--- src/rtl/arp_responder_multi.sv ---
// arp_responder_multi: answers ARP requests for up to NUM_IP local IPv4
// addresses, queues pending replies in a small FIFO and streams them out.
// Ports: CLK, ARESET_N (async active-low reset)
//        MY_MAC, MY_IPV4, IP_EN            local identity / per-entry enable
//        DATA_VALID_RX, DATA_RX            received frame bytes
//        DATA_VALID_TX, DATA_TX, DATA_ACK_TX  reply byte stream (valid/ack)
//        REPLY_COUNT, DROP_COUNT           saturating status counters
// Option: define ARP_MIN_FRAME_PAD_EN to pad replies to 60 bytes with 0x00.
module arp_responder_multi #(
    parameter int NUM_IP     = 4,
    parameter int FIFO_DEPTH = 4,
    parameter int CNT_W      = 16
) (
    input  logic                   CLK,
    input  logic                   ARESET_N,
    input  logic [47:0]            MY_MAC,
    input  logic [32*NUM_IP-1:0]   MY_IPV4,
    input  logic [NUM_IP-1:0]      IP_EN,
    input  logic                   DATA_VALID_RX,
    input  logic [7:0]             DATA_RX,
    output logic                   DATA_VALID_TX,
    output logic [7:0]             DATA_TX,
    input  logic                   DATA_ACK_TX,
    output logic [CNT_W-1:0]       REPLY_COUNT,
    output logic [CNT_W-1:0]       DROP_COUNT
);

    localparam int IW = (NUM_IP > 1) ? $clog2(NUM_IP) : 1;
    localparam int AW = (FIFO_DEPTH > 1) ? $clog2(FIFO_DEPTH) : 1;
    localparam int EW = 48 + 32 + IW;
    localparam logic [5:0] HDR_END = 6'd42;
`ifdef ARP_MIN_FRAME_PAD_EN
    localparam logic [5:0] LAST_IDX = 6'd59;
`else
    localparam logic [5:0] LAST_IDX = 6'd41;
`endif

    function automatic logic [7:0] b48(input logic [47:0] v, input int k);
        return v[8*(5-k) +: 8];
    endfunction

    function automatic logic [7:0] b32(input logic [31:0] v, input int k);
        return v[8*(3-k) +: 8];
    endfunction

    // Fixed ARP/Ethernet header bytes 12..21; byte 21 is the OPER low byte.
    function automatic logic [7:0] hdr(input int k, input logic [7:0] op);
        logic [7:0] r;
        case (k)
            12:      r = 8'h08;
            13:      r = 8'h06;
            14:      r = 8'h00;
            15:      r = 8'h01;
            16:      r = 8'h08;
            17:      r = 8'h00;
            18:      r = 8'h06;
            19:      r = 8'h04;
            20:      r = 8'h00;
            default: r = op;
        endcase
        return r;
    endfunction

    // ------------------------------------------------------------------
    // RX parser
    // ------------------------------------------------------------------
    logic          armed_q, armed_d;
    logic          rxv_q, rxv_d;
    logic [5:0]    cnt_q, cnt_d;
    logic          bc_q, bc_d;
    logic          uc_q, uc_d;
    logic          hok_q, hok_d;
    logic [47:0]   sha_q, sha_d;
    logic [31:0]   spa_q, spa_d;
    logic [31:0]   tpa_q, tpa_d;
    logic          wr_q, wr_d;
    logic [IW-1:0] widx_q, widx_d;

    logic          byte_v;
    logic          first;
    logic          fall;
    logic [5:0]    ridx;
    logic          hit;
    logic [IW-1:0] midx;

    always_comb begin
        int ri;
        byte_v  = DATA_VALID_RX & armed_q;
        first   = byte_v & ~rxv_q;
        fall    = rxv_q & ~DATA_VALID_RX;
        ridx    = first ? 6'd0 : cnt_q;
        ri      = int'(ridx);
        // After reset, wait for one idle cycle so a partial frame is skipped.
        armed_d = armed_q | ~DATA_VALID_RX;
        rxv_d   = byte_v;
        cnt_d   = cnt_q;
        bc_d    = bc_q;
        uc_d    = uc_q;
        hok_d   = hok_q;
        sha_d   = sha_q;
        spa_d   = spa_q;
        tpa_d   = tpa_q;
        if (byte_v) begin
            if (first) begin
                bc_d  = 1'b1;
                uc_d  = 1'b1;
                hok_d = 1'b1;
            end
            // Count saturates at 42: later bytes are padding/FCS.
            if (ridx != HDR_END) begin
                cnt_d = ridx + 6'd1;
            end
            if (ri < 6) begin
                bc_d = bc_d & (DATA_RX == 8'hFF);
                uc_d = uc_d & (DATA_RX == b48(MY_MAC, ri));
            end else if (ri >= 12 && ri < 22) begin
                hok_d = hok_d & (DATA_RX == hdr(ri, 8'h01));
            end else if (ri >= 22 && ri < 28) begin
                sha_d = {sha_q[39:0], DATA_RX};
            end else if (ri >= 28 && ri < 32) begin
                spa_d = {spa_q[23:0], DATA_RX};
            end else if (ri >= 38 && ri < 42) begin
                tpa_d = {tpa_q[23:0], DATA_RX};
            end
        end
    end

    // Lowest enabled index wins: scan downward so index 0 is applied last.
    always_comb begin
        hit  = 1'b0;
        midx = '0;
        for (int i = NUM_IP - 1; i >= 0; i--) begin
            if (IP_EN[i] && (MY_IPV4[32*i +: 32] == tpa_q)) begin
                hit  = 1'b1;
                midx = IW'(i);
            end
        end
        wr_d   = fall && (cnt_q == HDR_END) && (bc_q || uc_q) && hok_q && hit;
        widx_d = midx;
    end

    // ------------------------------------------------------------------
    // Pending-reply FIFO: {SHA, SPA, match index}
    // ------------------------------------------------------------------
    logic [EW-1:0] mem_q [FIFO_DEPTH];
    logic [AW-1:0] wp_q, rp_q;
    logic [AW:0]   fcnt_q, fcnt_d;
    logic          full, empty, push, pop, drop;
    logic [EW-1:0] ent;
    logic [47:0]   ent_sha;
    logic [31:0]   ent_spa;
    logic [IW-1:0] ent_idx;
    logic [31:0]   ent_ip;

    // Full is judged on the registered count, so a same-cycle pop never
    // makes room for the incoming request.
    assign full    = (fcnt_q == (AW+1)'(FIFO_DEPTH));
    assign empty   = (fcnt_q == '0);
    assign push    = wr_q & ~full;
    assign drop    = wr_q & full;
    assign ent     = mem_q[rp_q];
    assign ent_sha = ent[EW-1 -: 48];
    assign ent_spa = ent[IW +: 32];
    assign ent_idx = ent[IW-1:0];

    always_comb begin
        ent_ip = '0;
        for (int i = 0; i < NUM_IP; i++) begin
            if (ent_idx == IW'(i)) begin
                ent_ip = MY_IPV4[32*i +: 32];
            end
        end
    end

    always_comb begin
        fcnt_d = fcnt_q;
        if (push && !pop) begin
            fcnt_d = fcnt_q + 1'b1;
        end else if (pop && !push) begin
            fcnt_d = fcnt_q - 1'b1;
        end
    end

    always_ff @(posedge CLK) begin
        if (push) begin
            mem_q[wp_q] <= {sha_q, spa_q, widx_q};
        end
    end

    // ------------------------------------------------------------------
    // TX FSM
    // ------------------------------------------------------------------
    typedef enum logic [1:0] {
        S_IDLE,
        S_LOAD,
        S_SEND
    } state_t;

    state_t       state_q, state_d;
    logic [5:0]   tidx_q, tidx_d;
    logic [47:0]  rsha_q, rsha_d;
    logic [31:0]  rspa_q, rspa_d;
    logic [47:0]  rmac_q, rmac_d;
    logic [31:0]  rip_q, rip_d;
    logic         rep_inc;
    logic [CNT_W-1:0] rep_q, rep_d;
    logic [CNT_W-1:0] drp_q, drp_d;

    always_comb begin
        state_d = state_q;
        tidx_d  = tidx_q;
        rsha_d  = rsha_q;
        rspa_d  = rspa_q;
        rmac_d  = rmac_q;
        rip_d   = rip_q;
        rep_inc = 1'b0;
        pop     = 1'b0;
        unique case (state_q)
            // Leaving IDLE on the write cycle itself keeps the
            // write-to-first-byte latency at two cycles.
            S_IDLE: begin
                if (!empty || push) begin
                    state_d = S_LOAD;
                end
            end
            S_LOAD: begin
                pop     = 1'b1;
                rsha_d  = ent_sha;
                rspa_d  = ent_spa;
                rmac_d  = MY_MAC;
                rip_d   = ent_ip;
                tidx_d  = '0;
                state_d = S_SEND;
            end
            S_SEND: begin
                if (DATA_ACK_TX) begin
                    if (tidx_q == LAST_IDX) begin
                        state_d = S_IDLE;
                        rep_inc = 1'b1;
                    end else begin
                        tidx_d = tidx_q + 6'd1;
                    end
                end
            end
            default: state_d = S_IDLE;
        endcase
    end

    always_comb begin
        rep_d = rep_q;
        drp_d = drp_q;
        if (rep_inc && (rep_q != '1)) begin
            rep_d = rep_q + 1'b1;
        end
        if (drop && (drp_q != '1)) begin
            drp_d = drp_q + 1'b1;
        end
    end

    // Reply byte mux; driven only from registers, so it is stable while
    // the sink stalls.
    always_comb begin
        int k;
        k       = int'(tidx_q);
        DATA_TX = 8'h00;
        if (state_q == S_SEND) begin
            if (k < 6) begin
                DATA_TX = b48(rsha_q, k);
            end else if (k < 12) begin
                DATA_TX = b48(rmac_q, k - 6);
            end else if (k < 22) begin
                DATA_TX = hdr(k, 8'h02);
            end else if (k < 28) begin
                DATA_TX = b48(rmac_q, k - 22);
            end else if (k < 32) begin
                DATA_TX = b32(rip_q, k - 28);
            end else if (k < 38) begin
                DATA_TX = b48(rsha_q, k - 32);
            end else if (k < 42) begin
                DATA_TX = b32(rspa_q, k - 38);
            end
        end
    end

    assign DATA_VALID_TX = (state_q == S_SEND);
    assign REPLY_COUNT   = rep_q;
    assign DROP_COUNT    = drp_q;

    always_ff @(posedge CLK or negedge ARESET_N) begin
        if (!ARESET_N) begin
            armed_q <= 1'b0;
            rxv_q   <= 1'b0;
            cnt_q   <= '0;
            bc_q    <= 1'b0;
            uc_q    <= 1'b0;
            hok_q   <= 1'b0;
            sha_q   <= '0;
            spa_q   <= '0;
            tpa_q   <= '0;
            wr_q    <= 1'b0;
            widx_q  <= '0;
            wp_q    <= '0;
            rp_q    <= '0;
            fcnt_q  <= '0;
            state_q <= S_IDLE;
            tidx_q  <= '0;
            rsha_q  <= '0;
            rspa_q  <= '0;
            rmac_q  <= '0;
            rip_q   <= '0;
            rep_q   <= '0;
            drp_q   <= '0;
        end else begin
            armed_q <= armed_d;
            rxv_q   <= rxv_d;
            cnt_q   <= cnt_d;
            bc_q    <= bc_d;
            uc_q    <= uc_d;
            hok_q   <= hok_d;
            sha_q   <= sha_d;
            spa_q   <= spa_d;
            tpa_q   <= tpa_d;
            wr_q    <= wr_d;
            widx_q  <= widx_d;
            if (push) begin
                wp_q <= wp_q + 1'b1;
            end
            if (pop) begin
                rp_q <= rp_q + 1'b1;
            end
            fcnt_q  <= fcnt_d;
            state_q <= state_d;
            tidx_q  <= tidx_d;
            rsha_q  <= rsha_d;
            rspa_q  <= rspa_d;
            rmac_q  <= rmac_d;
            rip_q   <= rip_d;
            rep_q   <= rep_d;
            drp_q   <= drp_d;
        end
    end

endmodule

--- config.mk ---
export PLATFORM = sky130hd
export DESIGN_NAME = arp_responder_multi
export DESIGN_NICKNAME = d
export VERILOG_FILES = /design/src/rtl/arp_responder_multi.sv
export SDC_FILE = /design/constraint.sdc
export NUM_CORES = 1
export LEC_CHECK = 0
export ABC_CLOCK_PERIOD_IN_PS = 4610
export CAP_MARGIN = 20
export CORE_MARGIN = 3
export CORE_UTILIZATION = 35
export DETAILED_ROUTE_END_ITERATION = 7
export PLACE_DENSITY = 0.62
export SLEW_MARGIN = 20
export SYNTH_ARGS = -nofsm -noshare
export SYNTH_HDL_FRONTEND = slang
export SYNTH_SLANG_ARGS = --single-unit
--- constraint.sdc ---
create_clock -name CLK -period 4.61 [get_ports CLK]
set_input_delay 0.6915 -clock CLK [delete_from_list [all_inputs] [get_ports CLK]]
set_output_delay 0.6915 -clock CLK [all_outputs]
set_load 0.05 [all_outputs]
; Word-level counts from Yosys, hierarchy flattened
; Memories as Yosys holds them, arrays and structs flattened.
; Cells that the tools add are included.
[totals]
register_bits = 333
mem_bits_rw = 328
mem_bits_ro = 256
input_bits = 192
output_inout_bits = 41
elab_cells = 189
mem_count = 3
[memory_table]
columns = memory, words, width, rd, rd_clocked_by_memory_dff, wr, line_no
row1 = mem_q, 4, 82, 1, 0, 1, 145  ; logic [EW-1:0] mem_q [FIFO_DEPTH];
row2 = (no name shown), 32, 4, 1, 0, 0, 49  ; case (k)
row3 = (no name shown), 32, 4, 1, 0, 0, 49
[op_classes]
n_addsub = 20
order_cmp = 16
n_eq_ne = 22
shift = 7
mux = 51
n_bitwise = 16
n_reduce_logical = 32
[ops]
columns = cell, n
row1 = indexed part select 48 x 11 -> 8 bit, 3
row2 = equality test 32 bit, 4
row3 = 2-to-1 mux 32 bit, 4
row4 = 2-to-1 mux 8 bit, 13
row5 = indexed part select 48 x 10 -> 8 bit, 2
row6 = indexed part select 32 x 11 -> 8 bit, 2
row7 = adder 16 x 1 -> 16 bit (second input constant), 2
row8 = inequality test 16 bit (second input constant), 2
row9 = less-than comparator 6 bit (second input constant), 5
row10 = less-than comparator 6 x 5 -> 1 bit (second input constant), 4
row11 = subtractor 4 x 7 -> 8 bit (first input constant), 3
row12 = 2-to-1 mux 1 bit, 20
row13 = 2-to-1 mux 6 bit, 3
row14 = equality test 8 bit, 2
row15 = logical AND 1 bit, 16
row16 = subtractor 3 x 7 -> 8 bit (first input constant), 2
row17 = 2-to-1 mux 2 bit, 7
row18 = subtractor 3 x 6 -> 7 bit (first input constant), 2
row19 = subtractor 6 x 5 -> 7 bit (second input constant), 2
row20 = subtractor 6 x 6 -> 7 bit (second input constant), 2
row21 = adder 6 x 1 -> 6 bit (second input constant), 2
row22 = equality test 6 bit (second input constant), 2
row23 = >= comparator 6 x 5 -> 1 bit (second input constant), 2
row24 = less-than comparator 6 x 3 -> 1 bit (second input constant), 2
row25 = 30 further kinds, 56

; Logic depth before layout (Yosys ltp)
[depth]
word_depth = 12
mapped_depth = 15
depth_no_buf = 11

; Worst setup path before layout
; Ideal clock, no wire load.
[synth_timing]
kind = register to output
start = register tidx_q[1]
end = output port DATA_TX[2]
arrival_ps = 3953
required_ps = 3919
setup_slack_ps = -34
stages_incl_launch_ff = 14
n_path_buf = 2
path_cell_list = dfrtp_1 -> buf_6 -> inv_1 -> ha_1 -> buf_2 -> clkinv_1 -> ha_1 -> o21ai_0 -> a21oi_1 -> or3_4 -> a211oi_1 -> a21o_1 -> a32oi_1 -> a211oi_1
[synth_via]
elab_chain_cells = 11
word_cells_on_any_way = 34
cone_classes = add/sub: 11 / order compare: 7 / shift: 6 / mux: 9 / memory: 1
[synth_rtl]
columns = element, line_no
row1 = "start, declared", 200  ; logic [5:0] tidx_q, tidx_d;
row2 = "start signal, assigned", 333  ; tidx_q <= tidx_d;
row3 = subtractor 6 x 6 -> 7 bit, 280  ; DATA_TX = b32(rspa_q, k - 38);
row4 = subtractor 3 x 7 -> 8 bit, 43  ; return v[8*(3-k) +: 8];
row5 = indexed part select 32 x 11 -> 8 bit, 43
row6 = 2-to-1 mux 8 bit, 279  ; end else if (k < 42) begin
row7 = 2-to-1 mux 8 bit, 277  ; end else if (k < 38) begin
row8 = 2-to-1 mux 8 bit, 275  ; end else if (k < 32) begin
row9 = 2-to-1 mux 8 bit, 273  ; end else if (k < 28) begin
row10 = 2-to-1 mux 8 bit, 271  ; end else if (k < 22) begin
row11 = 2-to-1 mux 8 bit, 269  ; end else if (k < 12) begin
row12 = 2-to-1 mux 8 bit *, 267  ; if (k < 6) begin
row13 = 2-to-1 mux 8 bit *, 266  ; if (state_q == S_SEND) begin
row14 = "end, declared", 22  ; output logic [7:0] DATA_TX,
; Mark *: on every way between the ends. The rest lies on a longest branch, timed or not.

; Worst setup path in the final report
[layout_timing]
start = register tidx_q[1]
end = output port DATA_TX[5]
; The elaborated chain is that of the path after synthesis.

==> summary.md <==
| Metric | Value |
|---|---|
| Status | finished, final reports clean |
| Total Wirelength | ~84000 µm |
| Starting Density | between 30% and 40% |
| HP Class | primary input to async pin |
| Fin Clk Skew | 56.5 ps |
| First-pass GRT wire length | between 100000 and 150000 µm |
| DP Wirelength | approximately 57000 µm |
| Root Buffer | clkbuf_16 |
| CP cell instances | ha_1 > xor2_2 > ha_1 > o21ai_2 > a21bo_1 > or3_4 > a2111o_1 > a211oi_2 > o21ai_1 > a21oi_2 > buf_12 |
| Post-synth top flop | dfrtp_1 |
| Crit-path slowest cell | a2111o_1 |
| DRC | 0 |
| Initial antenna violation count | 5 |
| Int Power | about 0.011 W |
| Sequential area share after synthesis | around three fifths |
| # rows | approximately 110 |
| Area delta synth->final | 20.5% |
| Vias per Instance | between 5 and 6 |
| Die ar. | between 0.08 and 0.09 mm² |
| Mapped Area | between 0.02 and 0.03 mm² |
| EDFF count, synth | between 300 and 400 |
| Cell depth of the worst setup path | 11 |
| Top delay family on crit path | compound AO/OA/AOI/OAI gates |
| Sequential Power Share | a little over two fifths |
| Fin Setup TNS | 0 ps |
| Cells after synthesis | between 2000 and 2500 |
| Rel. slew slack | a little under a third |
| Routability Congestion | roughly 0.92 |
| WL/cell | 23.0 µm |
| Fraction of layout cells with a size suffix above 1 | between 10% and 20% |
| Clock network power share | roughly 38% |
| CP Launch Type | flop |
| H-tree levels | 3 |
| Kind of critical path | flop to output port |
| Dpl ws | 291 ps |
| Clock-pin slew on the worst setup and hold paths | 60 ps |
| Clock sink count | roughly 660 |
| Die H | ~300 µm |
| CP most frequent cell | ha_1 |
| Syn. warnings | 0 |
| NetSw | 0.00427 W |
| ANT nets after route | 0 |
| Post-synthesis xor/xnor area fraction | approximately 5% |
| Achievable clock frequency | 224 MHz |
| Post-synthesis compound-gate area fraction | 3.81% |
| Crit-path max FO | 4 |
| Core Footprint | about 0.084 mm² |
| Tmin final | 4460 ps |
| Die W | roughly 300 µm |
| Nets | approximately 2700 |
| Synthesized area per cell | ~13 µm² |
| Final hold vios | 0 |
| Seq cells post-synth | around 660 |
| Total Routing Usage GR | 18.9% |
| Leakage | ~14 nW |
| TritonCTS clock tree | done |
| Crit path buf inv count | 1 |
| Via count | approximately 19000 |
| VDD IR max | 0.000478 V |
| Most frequent cells in the layout | nand2_1, dfrtp_1, edfxtp_1 |
| I/O Pins | between 200 and 250 |
| Grt ovf | 0 |
| Max Cap Viol | 0 |
| Drt first pass iters | 5 |
| Tcrit/Tclk final | 96.6% |
| Gate power share | 19.1% |
| Main combinational cell family by area after synthesis | multiplexers |
| Vias in the first global route | 19500 |
| R2R cell count | 5 |
| Power density over cell area | between 400 and 500 mW/mm² |
| Worst-skew pair later-pin latency | around 650 ps |
| Synth cell types | just over 70 |
| PortBufs | around 230 |
| RSZ-0062 raised after global routing | false |
| CP Data Required Time | ~4000 ps |
| Simple-gate share of the synthesized area | between 10% and 20% |
| Post-synthesis mux area share | between 10% and 20% |
| Slew Limit Fails | 0 |
| Crit path DAT | approximately 3800 ps |
| Post-synthesis async set-or-reset flop share | between 50% and 60% |
| Max incr delay on CP | 440 ps |
| Adder-cell share of the synthesized area | roughly 1.1% |
| Syn Nets | between 2000 and 2500 |
| Number of CTS-inserted buffers | between 70 and 80 |
| CTS max path bufs | 3 |
| Final Worst Setup Slack | about 150 ps |
| # setup viols final | 0 |
| Sw frac | between 20% and 30% |
| Setup crit end kind | output port |
| Slew @ Worst Pin | 1030 ps |
| DRT iter0 DRCs | between 1000 and 1500 |
| Cts hold-fix bufs | 0 |
| Largest net degree at the start of global routing | 164 |
| Commonest non-fill, non-tap cell in the layout | nand2_1 |
metal layers:
metal	track usage (%)	routed length [µm]
met1	25.4	36000
met2	31.0	40700
met3	3.40	4590
met5	0	0
met4	6.06	2390
cells by family (layout without fill, tap and decap cells):
kind of cell | after synthesis | count (layout)
buffers and inverters | 163 | 436
AND/OR/NAND/NOR | 753 | 753
adder cells (fa/ha/maj) | 25 | 25
flip-flops | 661 | 661
AO/OA/AOI/OAI | 159 | 159
other | 0 | 1
multiplexers | 294 | 294
XOR/XNOR | 171 | 171
registers in the layout (all words and copies together), names as in the netlist:
signal,count
state_q,2
tidx_q,6
widx_q,2
hok_q,1
fcnt_q,3
mem_q,328
wr_q,1
sha_q,48
rip_q,32
rp_q,2
armed_q,1
tpa_q,32
rmac_q,48
bc_q,1
rsha_q,48
wp_q,2
spa_q,32
DROP_COUNT,16
rxv_q,1
cnt_q,6
rspa_q,32
uc_q,1
REPLY_COUNT,16
stage by stage:
stage	utilization [%]	hold slack (ps)	instance area (µm²)	instances	total power [W]
floorplan	-	396	29900	2226	0.00810
global placement	39.9	445	33600	3497	0.00934
detailed placement	39.9	454	33600	3497	0.00934
CTS	42.8	136	36000	3632	0.0150
global route	42.8	162	36000	3634	0.0155
finish	42.8	103	36000	3634	0.0149
synthesized netlist by cell type (4+ instances only):
cell type / n / share of area [%]
nand3_1: 29 / 0.49
nor3_1: 15 / 0.25
nand2b_1: 14 / 0.29
o21ai_0: 27 / 0.45
xnor2_1: 116 / 3.4
nand2_1: 543 / 6.8
or3_1: 5 / 0.10
edfxtp_1: 328 / 33
mux4_2: 138 / 10
a31oi_1: 8 / 0.17
buf_1: 8 / 0.10
buf_2: 30 / 0.50
a22o_1: 5 / 0.15
a22oi_1: 8 / 0.20
and2_1: 7 / 0.15
a21oi_1: 30 / 0.50
clkbuf_1: 95 / 1.2
and3_1: 8 / 0.17
mux2_2: 137 / 5.2
ha_1: 24 / 1.0
and3b_1: 4 / 0.12
a211oi_1: 13 / 0.33
a21o_1: 4 / 0.10
inv_1: 21 / 0.26
nor4_1: 17 / 0.36
nor2_1: 52 / 0.65
nor2b_1: 9 / 0.19
xor2_1: 55 / 1.6
nand4_1: 31 / 0.65
a221oi_1: 19 / 0.56
mux2i_1: 19 / 0.64
dfrtp_1: 333 / 28
what timing repair did:
action | 4_1_cts | 5_1_grt
endpoints found under the setup margin | 8 | 7
pin swaps | 3 | 5
setup buffers | 1 | 0
resized for setup | 6 | 4
path summary, 6_finish.rpt:
check	slack [ps]	start	end
worst max register to register	1650	rp_q[1]$_DFFE_PN0P_	rip_q[5]$_DFFE_PN0P_
worst min-delay path	100	ARESET_N	sha_q[32]$_DFFE_PN0P_
min in group CLK	460	state_q[0]$_DFFE_PN0P_	state_q[0]$_DFFE_PN0P_
max in group asynchronous	3350	ARESET_N	tidx_q[1]$_DFFE_PN0P_
worst max-delay path	150	tidx_q[1]$_DFFE_PN0P_	DATA_TX[5]
worst min register to register	460	state_q[0]$_DFFE_PN0P_	state_q[0]$_DFFE_PN0P_
worst register-to-register path, delay by kind of cell (launching register included):
| kind | cells | cell delay, ps |
|---|---|---|
| buf+inv | 1 | 360 |
| flops | 1 | 810 |
| mux | 2 | 1520 |
| simple gates | 2 | 150 |
power groups by stage:
stage | clock network (W) | logic [W] | registers (W)
floorplan | 0 | 0.00166 | 0.00644
global placement | 0 | 0.00279 | 0.00655
detailed placement | 0 | 0.00279 | 0.00655
CTS | 0.00574 | 0.00283 | 0.00644
global route | 0.00600 | 0.00306 | 0.00646
finish | 0.00560 | 0.00285 | 0.00644
layout make-up:
type                       instances  area [µm²]
clock inverter                    30         324
tap                             1134        1420
antenna                            1        2.50
inverter                          24        92.6
multi-input combinational       1402       11100
clock buffer                     104        2010
fill                            7680       48100
sequential                       661       18200
timing repair buffer             278        2860
(Power assumes the default switching activity.)
